`config.mk`:
```
export PLATFORM = sky130hd
export DESIGN_NAME = cpu_step_ctrl
export DESIGN_NICKNAME = d
export VERILOG_FILES = /design/src/rtl/cpu_step_ctrl.sv
export SDC_FILE = /design/constraint.sdc
export NUM_CORES = 1
export LEC_CHECK = 0
export BUFFER_PORTS_ARGS = -buffer_cell sky130_fd_sc_hd__buf_2
export CAP_MARGIN = 40
export CORE_MARGIN = 2
export CORE_UTILIZATION = 30
export CTS_CLUSTER_DIAMETER = 200
export DETAILED_ROUTE_END_ITERATION = 10
export HOLD_SLACK_MARGIN = 0.05
export MAX_ROUTING_LAYER = met4
export PLACE_DENSITY = 0.52
export SLEW_MARGIN = 0
export SYNTH_ARGS = -nofsm -noshare
export SYNTH_HDL_FRONTEND = slang
export SYNTH_SLANG_ARGS = --single-unit
```
`constraint.sdc`:
```
create_clock -name clk_in -period 2.9 [get_ports clk_in]
set_clock_uncertainty 0.2 [all_clocks]
set_input_delay 0 -clock clk_in [delete_from_list [all_inputs] [get_ports clk_in]]
set_output_delay 0 -clock clk_in [all_outputs]
set_load 0.1 [all_outputs]
```
`src/rtl/cpu_step_ctrl.sv`:
```
// cpu_step_ctrl: turns divider ticks into one-cycle CPU enables in clk_in.
// Modes: free-run, debounced single-step, CPU-requested halt.
//
// Ports:
//   clk_in      system clock
//   rst         async active-low reset
//   tick_in     divided clock, async to clk_in
//   mode_run    1 = free-run, 0 = step mode
//   step_btn    raw, bouncing step button (async)
//   halt_req    CPU halt level (sync)
//   cpu_en      one-cycle CPU advance enable
//   cycle_count cpu_en pulses since reset (wraps)
//   state       0 IDLE, 1 RUN, 2 STEP_ARMED, 3 HALTED
//   halted      1 while state is HALTED
module cpu_step_ctrl #(
  parameter int DEBOUNCE_CYCLES = 20,
  parameter int CNT_W           = 32
) (
  input  logic             clk_in,
  input  logic             rst,
  input  logic             tick_in,
  input  logic             mode_run,
  input  logic             step_btn,
  input  logic             halt_req,
  output logic             cpu_en,
  output logic [CNT_W-1:0] cycle_count,
  output logic [1:0]       state,
  output logic             halted
);

  localparam int DB_W = (DEBOUNCE_CYCLES > 2)
                      ? $clog2(DEBOUNCE_CYCLES) : 1;
  localparam logic [DB_W-1:0] DB_LAST =
    DB_W'(DEBOUNCE_CYCLES - 1);

  typedef enum logic [1:0] {
    IDLE       = 2'd0,
    RUN        = 2'd1,
    STEP_ARMED = 2'd2,
    HALTED     = 2'd3
  } st_e;

  // tick_in synchroniser plus edge-detect flop
  logic t1, t2, t3;
  logic tick_rise;

  always_ff @(posedge clk_in or negedge rst) begin
    if (!rst) begin
      t1 <= 1'b0;
      t2 <= 1'b0;
      t3 <= 1'b0;
    end else begin
      t1 <= tick_in;
      t2 <= t1;
      t3 <= t2;
    end
  end

  assign tick_rise = t2 & ~t3;

  // step_btn synchroniser and debouncer
  logic            b1, b2;
  logic            deb_q;
  logic [DB_W-1:0] db_cnt;
  logic            press_q;
  logic            db_take;

  // level has disagreed long enough to be accepted
  assign db_take = (b2 != deb_q) && (db_cnt == DB_LAST);

  always_ff @(posedge clk_in or negedge rst) begin
    if (!rst) begin
      b1      <= 1'b0;
      b2      <= 1'b0;
      deb_q   <= 1'b0;
      db_cnt  <= '0;
      press_q <= 1'b0;
    end else begin
      b1      <= step_btn;
      b2      <= b1;
      press_q <= db_take & b2;
      if (b2 == deb_q) begin
        db_cnt <= '0;
      end else if (db_take) begin
        deb_q  <= b2;
        db_cnt <= '0;
      end else begin
        db_cnt <= db_cnt + DB_W'(1);
      end
    end
  end

  // control FSM
  st_e             st_q, st_d;
  logic            en_d;
  logic            en_q;
  logic            halted_q;
  logic [CNT_W-1:0] cnt_q;

  always_comb begin
    st_d = st_q;
    en_d = 1'b0;
    unique case (st_q)
      IDLE: begin
        if (halt_req)     st_d = HALTED;
        else if (mode_run) st_d = RUN;
        else if (press_q)  st_d = STEP_ARMED;
      end
      RUN: begin
        if (halt_req) begin
          st_d = HALTED;
        end else if (!mode_run) begin
          st_d = IDLE;
        end else if (tick_rise) begin
          en_d = 1'b1;
        end
      end
      STEP_ARMED: begin
        if (halt_req) begin
          st_d = HALTED;
        end else if (tick_rise) begin
          en_d = 1'b1;
          st_d = IDLE;
        end
      end
      HALTED: begin
        if (!halt_req && !mode_run) st_d = IDLE;
      end
      default: st_d = IDLE;
    endcase
  end

  always_ff @(posedge clk_in or negedge rst) begin
    if (!rst) begin
      st_q     <= IDLE;
      en_q     <= 1'b0;
      halted_q <= 1'b0;
      cnt_q    <= '0;
    end else begin
      st_q     <= st_d;
      en_q     <= en_d;
      halted_q <= (st_d == HALTED);
      if (en_d) cnt_q <= cnt_q + CNT_W'(1);
    end
  end

  assign cpu_en      = en_q;
  assign cycle_count = cnt_q;
  assign state       = st_q;
  assign halted      = halted_q;

endmodule
```
### Word-level counts from Yosys, hierarchy flattened

Cells that the tools add are included.

| operators by class | value |
|---|---|
| reduce and logical (&&, ||, !) cells | 6 |
| equal/unequal tests | 7 |
| bitwise logic cells | 4 |
| $add $sub $neg | 2 |
| multiplexer cells | 16 |

Operator list:

| cell | count |
|---|---|
| adder 32 x 1 -> 32 bit (second input constant) | 1 |
| two-way mux 2 bit | 8 |
| two-way mux 5 bit | 2 |
| one-hot mux 2 bit (4 select lines) | 1 |
| equality test 2 bit (second input constant) | 3 |
| adder 5 x 1 -> 5 bit (second input constant) | 1 |
| equality test 5 bit (second input constant) | 1 |
| two-way mux 1 bit | 4 |
| AND 1 bit | 2 |
| equality test 2 x 1 -> 1 bit (second input constant) | 1 |
| logical AND 1 bit | 2 |
| zero test 1 bit | 2 |
| zero test 2 bit | 1 |
| NOT 1 bit | 2 |
| one-hot mux 1 bit (2 select lines) | 1 |
| AND reduction 2 bit | 1 |
| equality test 1 bit | 1 |
| inequality test 1 bit | 1 |

| storage, ports and cells | value |
|---|---|
| output and inout port bits | 36 |
| logic and storage cells | 47 |
| bits in registers | 48 |
| input port bits | 6 |

### Longest topological paths before layout

| depth | value |
|---|---|
| depth after elaboration | 6 |
| depth in mapped cells | 7 |
| mapped depth without buffers | 7 |

### Worst setup path after synthesis

No wires, ideal clock.

| timing path | value |
|---|---|
| path kind | register to register |
| start | reg st_q[0], in the netlist state[0] |
| end | reg cnt_q[20], in the netlist cycle_count[20] |
| data required time | 2.543 ns |
| path buffers | 0 |
| data arrival time | 2.819 ns |
| setup slack | -0.275 ns |
| stages on the path, launching flop included | 7 |
| period minus slack after synthesis | 3.175 ns |
| library setup time | 0.157 ns |
| path through | dfrtp_1 inv_1 ha_1 nor4bb_1 nand2_1 or4_4 xnor2_2 |

| on the way | value |
|---|---|
| cells in the longest elaborated chain, start to end | 2 |
| elaborated cells between the ends (all ways) | 3 |
| those cells by class | 2 x eq/ne; 1 x mux |

RTL lines:

| item | RTL line | RTL |
|---|---|---|
| start: declaration | 94 | `st_e st_q, st_d;` |
| start signal: assignment | 140 | `st_q <= st_d;` |
| equality test 2 bit or equality test 2 x 1 -> 1 bit (tied branches) | 103 | `unique case (st_q)` |
| one-hot mux 1 bit (2 select lines) * | 103 |  |
| end signal: assignment | 143 | `if (en_d) cnt_q <= cnt_q + CNT_W'(1);` |
| end: declaration | 98 | `logic [CNT_W-1:0] cnt_q;` |

Every way passes the cells marked *; elsewhere a longest branch is shown, timed or not.
A chain may end at the register's enable or synchronous reset.

### Final worst setup path

Same ends and word-level chain as after synthesis.

==> results.json <==
{
  "status": "complete, no violations",
  "syn-num-nets": 221,
  "syn-mean-instance-area_sq_um": 10.9,
  "path_class": "register to register",
  "clock_path_buffers": 2,
  "grt_overflow_total": 0,
  "std_cell_rows": 31,
  "wl_per_cell_um": 13.1,
  "synth_top_area_share_pct": 52.8,
  "grt_pass1_vias": 1670,
  "vdd_drop_max_mv": 0.198,
  "clkTransAtPathRegs_ns": 0.08,
  "cts_buffers": 5,
  "die_area_sq_mm": 0.00829,
  "gp_congestion": 0.710,
  "cellLeakagePower_nw": 1.32,
  "antenna_found_initial": 0,
  "cts.sink_count": 48,
  "cpPeakStageDelay_ns": 0.57,
  "grt_max_degree": 34,
  "finalSetupViolCount": 0,
  "largest_reg_flops": 32,
  "fin_crit_ns": 2.42,
  "ys_seq_area_share_pct": 52.8,
  "drv_slew": 0,
  "coreArea_sq_mm": 0.00729,
  "grtUsageMet1_pct": 16.9,
  "cp_slowest_cell": "or4_4",
  "synth.distinct_cells": 35,
  "p_total_mw": 1.74,
  "syn_area_sq_mm": 0.00227,
  "fin_crit_sh_pct": 83.5,
  "grt_first_pass_wirelength_um": 8200,
  "multi_input_area_sq_mm": 0.00101,
  "maxCapViolCount": 0,
  "most-common-layout-cells": "dfrtp_1, buf_2, xnor2_1, nand4_1, nand2_1",
  "io_buffers": 41,
  "final.setup.worst_slack_ns": 0.478,
  "ios": 42,
  "worstSetupStartpointType": "register",
  "dp_hpwl_um": 3450,
  "vias": 1677,
  "drt_iter0_drc": 93,
  "first_pass_iters": 4,
  "seq_area_sq_mm": 0.00120,
  "slew_headroom_pct": 50.1,
  "cts_resized": 0,
  "busiest_layer": "met2",
  "track_usage_pct": 12.7,
  "cts_root_buffer": "clkbuf_8",
  "diodes": 0,
  "cp.arrival_ns": 2.40,
  "rsz0062_at_grt": "false",
  "tightest_slew_ns": 0.749,
  "start_util_pct": 31.2,
  "ys_ff_latch": 48,
  "path_cells": "inv_1 > ha_1 > nor4bb_1 > nand2_1 > or4_4 > xnor2_2",
  "wl_um": 4750,
  "final_common_cell": "dfrtp_1",
  "drcViolationCount": 0,
  "via_per_inst": 4.61,
  "cp-end-kind": "register",
  "die_x_um": 91.1,
  "die_y_um": 91.1,
  "nets": 277,
  "cp_max_fo": 8,
  "h-tree-depth": 2,
  "cts_tree": "done",
  "cp_data_required_time_ns": 2.88,
  "insertion_delay_ns": 0.29,
  "use_met2_pct": 19.1,
  "yosys_warnings": 0,
  "syn_inst": 209,
  "max_freq_mhz": 413,
  "use_met3_pct": 2.74,
  "setup_tns_ns": 0,
  "synth_area_leader_cell": "dfrtp_1",
  "pre_cts_ws_ns": 0.500,
  "yosys-top-cells-area": "dfrtp_1, xnor2_1, nand4_1",
  "power_density_mw_per_mm2": 625,
  "min_path_type": "input port to asynchronous set/reset pin",
  "layout-area-overhead-vs-synth_pct": 22.0,
  "fillCellCount": 767,
  "hold_viol": 0,
  "ant_nets": 0,
  "drive_gt1_share_pct": 23.0
}
Yosys cell counts:
cell,count
nand3_4,1
inv_1,9
ha_1,6
nor3_1,7
buf_2,2
clkinv_1,1
and2_1,6
nor3b_1,2
nand4_1,19
nand4bb_1,1
or4_4,1
xor2_1,12
nor2_1,8
dfrtp_1,48
mux2_2,1
a21oi_1,6
o21ai_0,1
or4_1,2
xnor2_2,1
nand2_1,14
o21a_1,2
a21o_1,1
and3_1,3
or2_2,1
o22ai_1,1
xnor2_1,22
clkbuf_1,3
and4_1,1
nand3b_1,1
nand3_1,12
o22a_1,1
nor4_1,9
o32ai_1,1
nor4bb_1,2
or4b_1,1
worst max-delay path: cells and delay by family, from the launching register on:
family,cells,cell delay [ns]
XOR/XNOR,1,0.14
flip-flops,1,0.44
adder cells (fa/ha/maj),1,0.30
AND/OR/NAND/NOR,3,1.16
buffers and inverters,1,0.08
where the power goes:
group          leakage (nW)  internal [mW]  total [mW]  switching [mW]
registers             0.631          0.715       0.759          0.0445
logic                 0.649          0.167       0.604           0.437
clock network        0.0410          0.164       0.371           0.207
timing repair:
item	4_1_cts	5_1_grt
buffers inserted	0	0
hold buffers	6	0
hold endpoints to repair	38	0
setup endpoints to repair	0	0
cell families after synthesis:
family | after synthesis | share of synthesized area [%]
multiplexers | 1 | 0.495
XOR/XNOR | 35 | 13.8
flip-flops | 48 | 52.8
adder cells (fa/ha/maj) | 6 | 3.30
AND/OR/NAND/NOR | 91 | 23.4
AO/OA/AOI/OAI | 13 | 3.58
buffers and inverters | 15 | 2.59
per-layer routing:
metal  wire length [um]  part of all wire [%]  vias up
met3                146                   3.1        2
met2               2110                    44       31
met5                  0                     0        -
met4                 54                   1.1        0
li1                   -                     -      854
met1               2440                    51      790
metrics by stage:
step                cells  instance area [sq um]  hold slack [ns]  utilization, %
floorplan             209                   2280           -0.496               -
global placement      351                   2640          -0.0899            36.2
detailed placement    351                   2640          -0.0890            36.2
CTS                   364                   2770            0.127            38.0
global route          364                   2770            0.138            38.0
finish                364                   2770            0.107            38.0
layout make-up:
type                       count  share of cell area (%)
timing repair buffer          54                    11.5
multi-input combinational    146                    36.5
sequential                    48                    43.4
clock buffer                   6                    2.62
clock inverter                 1                   0.180
inverter                      10                    1.35
tap                           99                    4.47
worst paths after layout:
path | from | end | slack, ns | depth (start not counted)
setup / recovery | state[0]$_DFF_PN0_ | cycle_count[20]$_DFFE_PN0P_ | 0.48 | 6
hold / removal | rst | db_cnt[0]$_DFF_PN0_ | 0.11 | 2
setup reg to reg | state[0]$_DFF_PN0_ | cycle_count[20]$_DFFE_PN0P_ | 0.48 | 6
hold reg to reg | b1$_DFF_PN0_ | b2$_DFF_PN0_ | 0.16 | 0
max in group asynchronous | rst | cycle_count[13]$_DFFE_PN0P_ | 1.69 | 3
min in group clk_in | tick_in | t1$_DFF_PN0_ | 0.14 | 2
Note: power is estimated with default switching activity, not from simulation.
